===== config.mk =====
export PLATFORM = sky130hd
export DESIGN_NAME = serial_addsub_ctrl
export DESIGN_NICKNAME = d
export VERILOG_FILES = /design/src/rtl/serial_addsub_ctrl_pkg.sv /design/src/rtl/adder_subtractor.sv /design/src/rtl/serial_addsub_ctrl.sv
export SDC_FILE = /design/constraint.sdc
export NUM_CORES = 1
export LEC_CHECK = 0
export CAP_MARGIN = 10
export CORE_ASPECT_RATIO = 1.2
export CORE_MARGIN = 10
export CORE_UTILIZATION = 53
export CTS_CLUSTER_DIAMETER = 30
export DETAILED_ROUTE_END_ITERATION = 6
export PLACE_DENSITY = 0.83
export SKIP_LAST_GASP = 1
export SYNTH_ARGS = -nofsm -noshare
export SYNTH_HDL_FRONTEND = slang
export SYNTH_SLANG_ARGS = --single-unit

===== constraint.sdc =====
create_clock -name clk -period 2.1 [get_ports clk]
set_input_delay 0.315 -clock clk [delete_from_list [all_inputs] [get_ports clk]]
set_output_delay 0.315 -clock clk [all_outputs]
set_load 0.03 [all_outputs]

===== src/rtl/serial_addsub_ctrl_pkg.sv =====
// rtl/serial_addsub_ctrl_pkg.sv - shared state and opcode encodings for the serial add/sub sequencer
package serial_addsub_ctrl_pkg;

    typedef enum logic [1:0] {
        IDLE  = 2'd0,
        SHIFT = 2'd1,
        DONE  = 2'd2
    } state_t;

    localparam logic OP_ADD = 1'b0;
    localparam logic OP_SUB = 1'b1;

endpackage


===== src/rtl/adder_subtractor.sv =====
// rtl/adder_subtractor.sv - one-bit full adder with B inversion for subtract
module adder_subtractor (
    input  logic a,
    input  logic b,
    input  logic cin,
    input  logic sel,
    output logic sum,
    output logic cout
);

    logic b_eff;

    assign b_eff = b ^ sel;
    assign sum   = a ^ b_eff ^ cin;
    assign cout  = (a & b_eff) | (a & cin) | (b_eff & cin);

endmodule


===== src/rtl/serial_addsub_ctrl.sv =====
// rtl/serial_addsub_ctrl.sv - bit-serial N-bit add/sub sequencer around one adder_subtractor cell
module serial_addsub_ctrl
    import serial_addsub_ctrl_pkg::*;
#(
    parameter int WIDTH = 8
) (
    input  logic             clk,
    input  logic             rst,
    input  logic             start,
    input  logic             op,
    input  logic [WIDTH-1:0] a_in,
    input  logic [WIDTH-1:0] b_in,
    output logic             busy,
    output logic             done,
    output logic [WIDTH-1:0] result,
    output logic             cout_out,
    output logic             overflow
);

    localparam int CW = (WIDTH > 1) ? $clog2(WIDTH) : 1;

    state_t           state_q;
    state_t           state_d;
    logic [WIDTH-1:0] a_q;
    logic [WIDTH-1:0] b_q;
    logic [WIDTH-1:0] res_q;
    logic [CW-1:0]    cnt_q;
    logic             op_q;
    logic             carry_q;
    logic             c_msb_q;
    logic             cell_sum;
    logic             cell_cout;
    logic             last_bit;

    assign last_bit = (cnt_q == CW'(WIDTH - 1));

    adder_subtractor u_cell (
        .a    (a_q[0]),
        .b    (b_q[0]),
        .cin  (carry_q),
        .sel  (op_q),
        .sum  (cell_sum),
        .cout (cell_cout)
    );

    always_ff @(posedge clk or posedge rst) begin
        if (rst) begin
            state_q <= IDLE;
        end else begin
            state_q <= state_d;
        end
    end

    always_comb begin
        state_d = state_q;
        case (state_q)
            IDLE:    if (start) state_d = SHIFT;
            SHIFT:   if (last_bit) state_d = DONE;
            DONE:    state_d = IDLE;
            default: state_d = IDLE;
        endcase
    end

    // Carry preset to op supplies the +1 of two's-complement subtraction.
    always_ff @(posedge clk or posedge rst) begin
        if (rst) begin
            a_q     <= '0;
            b_q     <= '0;
            res_q   <= '0;
            cnt_q   <= '0;
            op_q    <= 1'b0;
            carry_q <= 1'b0;
            c_msb_q <= 1'b0;
        end else begin
            case (state_q)
                IDLE: begin
                    if (start) begin
                        a_q     <= a_in;
                        b_q     <= b_in;
                        op_q    <= op;
                        carry_q <= op;
                        cnt_q   <= '0;
                    end
                end
                SHIFT: begin
                    a_q     <= a_q >> 1;
                    b_q     <= b_q >> 1;
                    res_q   <= {cell_sum, res_q[WIDTH-1:1]};
                    carry_q <= cell_cout;
                    if (last_bit) begin
                        c_msb_q <= carry_q;
                    end else begin
                        cnt_q <= cnt_q + 1'b1;
                    end
                end
                default: ;
            endcase
        end
    end

    // Carry and MSB carry-in are left untouched outside SHIFT, so the flags hold until the next accept.
    always_comb begin
        busy     = (state_q == SHIFT);
        done     = (state_q == DONE);
        result   = res_q;
        cout_out = carry_q;
        overflow = c_msb_q ^ carry_q;
    end

endmodule


---- Word level (Yosys, flattened, before mapping) ----
Cells that the tools add are included.
word-level totals
  output and inout port bits .............. 12
  logic and storage cells ................. 43
  bits in registers ....................... 32
  input port bits ......................... 20
operators by class
  equality and inequality tests ........... 6
  bitwise gates (word level) .............. 9
  reductions and logical operators ........ 7
  $add $sub $neg .......................... 1
  mux-type cells .......................... 12
operator list
  kind                                                              number
  8-bit one-hot mux with 2 select lines                             2
  8-bit two-way mux                                                 2
  2-bit AND reduction                                               4
  3-bit two-way mux                                                 2
  3-bit one-hot mux with 2 select lines                             1
  2-bit two-way mux                                                 2
  2-bit != test (second input constant)                             2
  2-bit one-hot mux with 2 select lines                             1
  1-bit XOR                                                         4
  3-bit by 1-bit adder with 3-bit output (second input constant)    1
  1-bit bitwise AND                                                 3
  3-bit == test (second input constant)                             1
  3-bit AND reduction                                               1
  2-bit by 1-bit == test with 1-bit output (second input constant)  1
  2-bit == test (second input constant)                             1
  2-bit logical NOT                                                 1
  2-bit by 1-bit != test with 1-bit output (second input constant)  1
  1-bit bitwise OR                                                  2
  1-bit one-hot mux with 2 select lines                             1
  2-bit nonzero test                                                1
  1-bit two-way mux                                                 1

---- Depth between registers and ports, before layout ----
  depth after elaboration ................. 5
  mapped depth ............................ 5
  mapped depth without buffers ............ 5

---- Hierarchy ----
From an unflattened synthesis, not the netlist that was laid out.
second synthesis, totals
  cells, all modules ...................... 155
  area total of the unflattened synthesis .. 1,569.0 µm²
by module, submodules not included
  module              seq. area each (µm²)  cells each  instances  area each (µm²)
  serial_addsub_ctrl  800.8                 149         1          1,525.2
  adder_subtractor    0.0                   6           1          43.8

---- Worst setup path after synthesis ----
OpenSTA, ideal clock, no wires.
  path kind ............................... reg2out
  start point ............................. reg state_q[1]
  end point ............................... out done
  arrival ................................. 1,174 ps
  setup slack ............................. 611 ps
  required time ........................... 1,785 ps
  buffers on the path ..................... 2
  cell stages (with the launch flop) ...... 5
  path through ............................ dfrtp_1 > buf_2 > inv_1 > buf_2 > nor2_1
between the ends
  cells in the longest elaborated chain, start to end .. 1
ends and longest elaborated chain
  element                 RTL line                   text
  start, declared         serial_addsub_ctrl.sv:22   state_t state_q;
  start signal, assigned  serial_addsub_ctrl.sv:50   state_q <= state_d;
  2-bit == test           serial_addsub_ctrl.sv:104  done = (state_q == DONE);
  end, declared           serial_addsub_ctrl.sv:14   output logic done,
No other way between the ends.

---- Final worst setup path ----
  start point ............................. reg state_q[1]
  end point ............................... out busy
between the ends
  cells in the longest elaborated chain, start to end .. 1
ends and longest elaborated chain
  element                                   RTL line                   text
  2-bit by 1-bit == test with 1-bit output  serial_addsub_ctrl.sv:103  busy = (state_q == SHIFT);
  end, declared                             serial_addsub_ctrl.sv:13   output logic busy,
No other way between the ends.

==> reports/qor.csv <==
stage;metric;value;unit
status;status;complete, no violations;
routing;Post-Route WL;3630;µm
logic_synthesis;Post-Syn Instances;148;
setup_path;Worst path slowest cell;dfrtp_2;
min_path;Hold WC Path Type;in -> async;
cells_and_area;Seq. cell area;802;µm²
cells_and_area;most common cell after layout, fill and taps aside;dfrtp_1;
floorplan;initial core utilization;56.5;%
logic_synthesis;Ys Warns;0;
timing;minimum clock period;1850;ps
cells_and_area;commonest non-fill, non-tap cells in the layout;dfrtp_1 (31), clkdlybuf4s50_1 (28), nand2_1 (25);
cells_and_area;Fill cells;204;
timing;Setup WS post-layout;248;ps
grt;gr ovfl total;0;
grt;vias in the first global route;1294;
setup_path;Worst setup SP type;register;
floorplan;Die Wd;68.1;µm
grt;initial antenna violation count;0;
logic_synthesis;leading area contributor after synthesis;dfrtp_1;
floorplan;core area;0.00260;mm²
timing;clock skew;7.99;ps
timing;Max Clk Rate;540;MHz
logic_synthesis;share of the synthesized area in the top cell type;54.5;%
clock_network;Clock Tree Buf Depth;2;
clock_network;hold_buf cts;0;
timing;final max-slew violation count;0;
floorplan;Die Height;77.7;µm
floorplan;DIE AREA;0.00529;mm²
setup_path;Crit Path Max Fanout;13;
pwr;Pleak;0.860;nW
logic_synthesis;Post-Synthesis Cell Area;0.00147;mm²
clock_network;Worst-path clk slew;100;ps
setup_path;worst path required time;1780;ps
cells_and_area;Area Overhead vs Synth;29.9;%
cells_and_area;Ant. Diodes;0;
cells_and_area;nets;204;
setup_path;worst endpoint data arrival time;1540;ps
routing;wire length on met3;221;µm
routing;drt pass-1 iters;4;
timing;final count of hold timing violations;0;
placement;pre-CTS setup slack;369;ps
setup_path;Crit path largest cell delay;500;ps
setup_path;crit path kind;reg -> out;
logic_synthesis;FF+latch count, synth;32;
clock_network;clock latency on the worst-skew pair;340;ps
timing;Rel. slew slack;68.4;%
routing;routed length on met2;1960;µm
timing;fin crit share;88.2;%
timing;RSZ-0062 raised after global routing;false;
setup_path;crit-path cells;nand2b_2, inv_2, buf_4;
clock_network;TritonCTS clock tree;done;
timing;Finish-stage setup viols;0;
pwr;pwr/cell area;1570;mW/mm²
routing;post-route ant nets;0;
timing;Worst-Margin Slew;473;ps
grt;Overall Global Routing Usage;14.7;%
cells_and_area;area of the multi-input gates;594;µm²
logic_synthesis;Avg Inst Size Synth;9.93;µm²
pwr;total power;3.00;mW
routing;initial drt markers;70;
logic_synthesis;top cells by area, synth;dfrtp_1 (54%), o22ai_1 (10%), nand2_1 (6.4%);
job;max cap viols;0;
setup_path;Worst Setup End Kind;primary output;
clock_network;cts bufs inserted;5;
placement;IO Port Bufs;31;
floorplan;io pins;32;
routing;routed vias;1232;
floorplan;standard-cell rows;20;
clock_network;CTS H-tree lvls;2;
placement;Post-DP HPWL;2730;µm
routing;Remaining DRCs;0;
clock_network;Clk Tree Root Cell;clkbuf_4;
grt;first-pass GRT wire length;6070;µm
timing;setup tns final;0;ps
routing;Metal-1 WL;1380;µm
placement;dpl cells;207;
placement;Placer Congestion;0.776;
grt;largest net degree at the start of global routing;33;
routing;Highest Signal Layer;met4;
logic_synthesis;sequential fraction of the synthesis area;54.5;%
logic_synthesis;syn_nets;171;
clock_network;Clock Sinks;32;
cells_and_area;share of cells above drive strength 1;11.5;%
pwr;peak supply drop;1020;µV
logic_synthesis;Distinct cells, synth;27;
cells_and_area;Finished Layout Cells;215;
routing;WL per Instance;16.9;µm
routing;routed vias/inst;5.73;
==> critical path, delay by kind of cell (launching register included) <==
family | cells | cell delay, ps
DFF | 1 | 500
buffers and inverters | 2 | 390
and+or+nand+nor | 1 | 310
==> final timing paths <==
path | start | endpoint | slack (ps) | cells after the start
worst max-delay path | state_q[1]$_DFFE_PP0P_ | busy | 250 | 3
worst min register to register | result[0]$_DFFE_PP0P_ | result[0]$_DFFE_PP0P_ | 490 | 2
worst min-delay path | rst | result[0]$_DFFE_PP0P_ | 350 | 3
worst max register to register | state_q[1]$_DFFE_PP0P_ | c_msb_q$_DFFE_PP0P_ | 520 | 4
min in group clk | result[0]$_DFFE_PP0P_ | result[0]$_DFFE_PP0P_ | 490 | 2
max in group asynchronous | rst | state_q[1]$_DFFE_PP0P_ | 1440 | 3
==> synth_stat cells <==
library cell	n
mux2_2	1
nor2b_1	1
o2bb2ai_1	4
o21ai_0	6
fa_1	1
nor3_1	1
o22ai_1	24
buf_4	1
nand2b_1	4
clkbuf_1	1
or4b_1	1
o221a_2	1
xor2_1	1
inv_1	6
xnor2_1	1
and2_4	1
a22oi_1	2
mux2_4	1
o32ai_1	1
a21oi_1	15
inv_2	1
buf_2	8
dfrtp_1	32
a221o_1	1
nor2_1	5
ha_1	2
nand2_1	25
==> stage by stage <==
stage	utilization, %	hold WS (ps)	area, µm²
after CTS	73.1	358	1900
after floorplan	-	431	1470
after global placement	69.4	464	1810
after detailed placement	69.4	482	1810
after global routing	73.4	369	1910
final	73.4	350	1910
==> flip-flops by register name, indices dropped and copies added, names as in the netlist <==
register	flops
a_q	8
state_q	2
cout_out	1
result	8
c_msb_q	1
b_q	8
op_q	1
cnt_q	3
==> layer usage <==
layer	GRT usage (%)	vias up
li1	-	594
met1	15.6	598
met2	25.4	32
met3	5.17	8
met4	5.85	0
met5	0	-
==> report_power, final <==
group	internal, mW	total (mW)	switching, mW
logic	0.579	1.32	0.745
registers	0.900	1.15	0.250
clock network	0.316	0.529	0.213
total	1.80	3.00	1.21
==> kinds of logic (layout without fill, tap and decap cells) <==
kind of cell / after synthesis / in the layout / synth area share, %
compound gates: 54 / 54 / 22.8
simple gates: 38 / 38 / 11.4
flops: 32 / 32 / 54.5
buf+inv: 17 / 51 / 5.28
fa+ha+maj: 3 / 3 / 3.06
xor+xnor: 2 / 2 / 1.19
mux: 2 / 2 / 1.79
==> cell type report <==
class / count / area share, %
Timing Repair Buffer: 36 / 18.3
Clock buffer: 7 / 3.41
Tap cell: 33 / 2.16
Sequential cell: 32 / 42.0
Clock inverter: 1 / 1.57
Inverter: 7 / 1.38
Multi-Input combinational cell: 99 / 31.1
==> repair_timing <==
item	4_1_cts	5_1_grt
setup endpoints to repair	1	3
endpoints found under the hold margin	0	0
pin swaps	0	0
gates resized for setup	1	3
buffers inserted	0	0
Note: power is estimated with default switching activity, not from simulation.
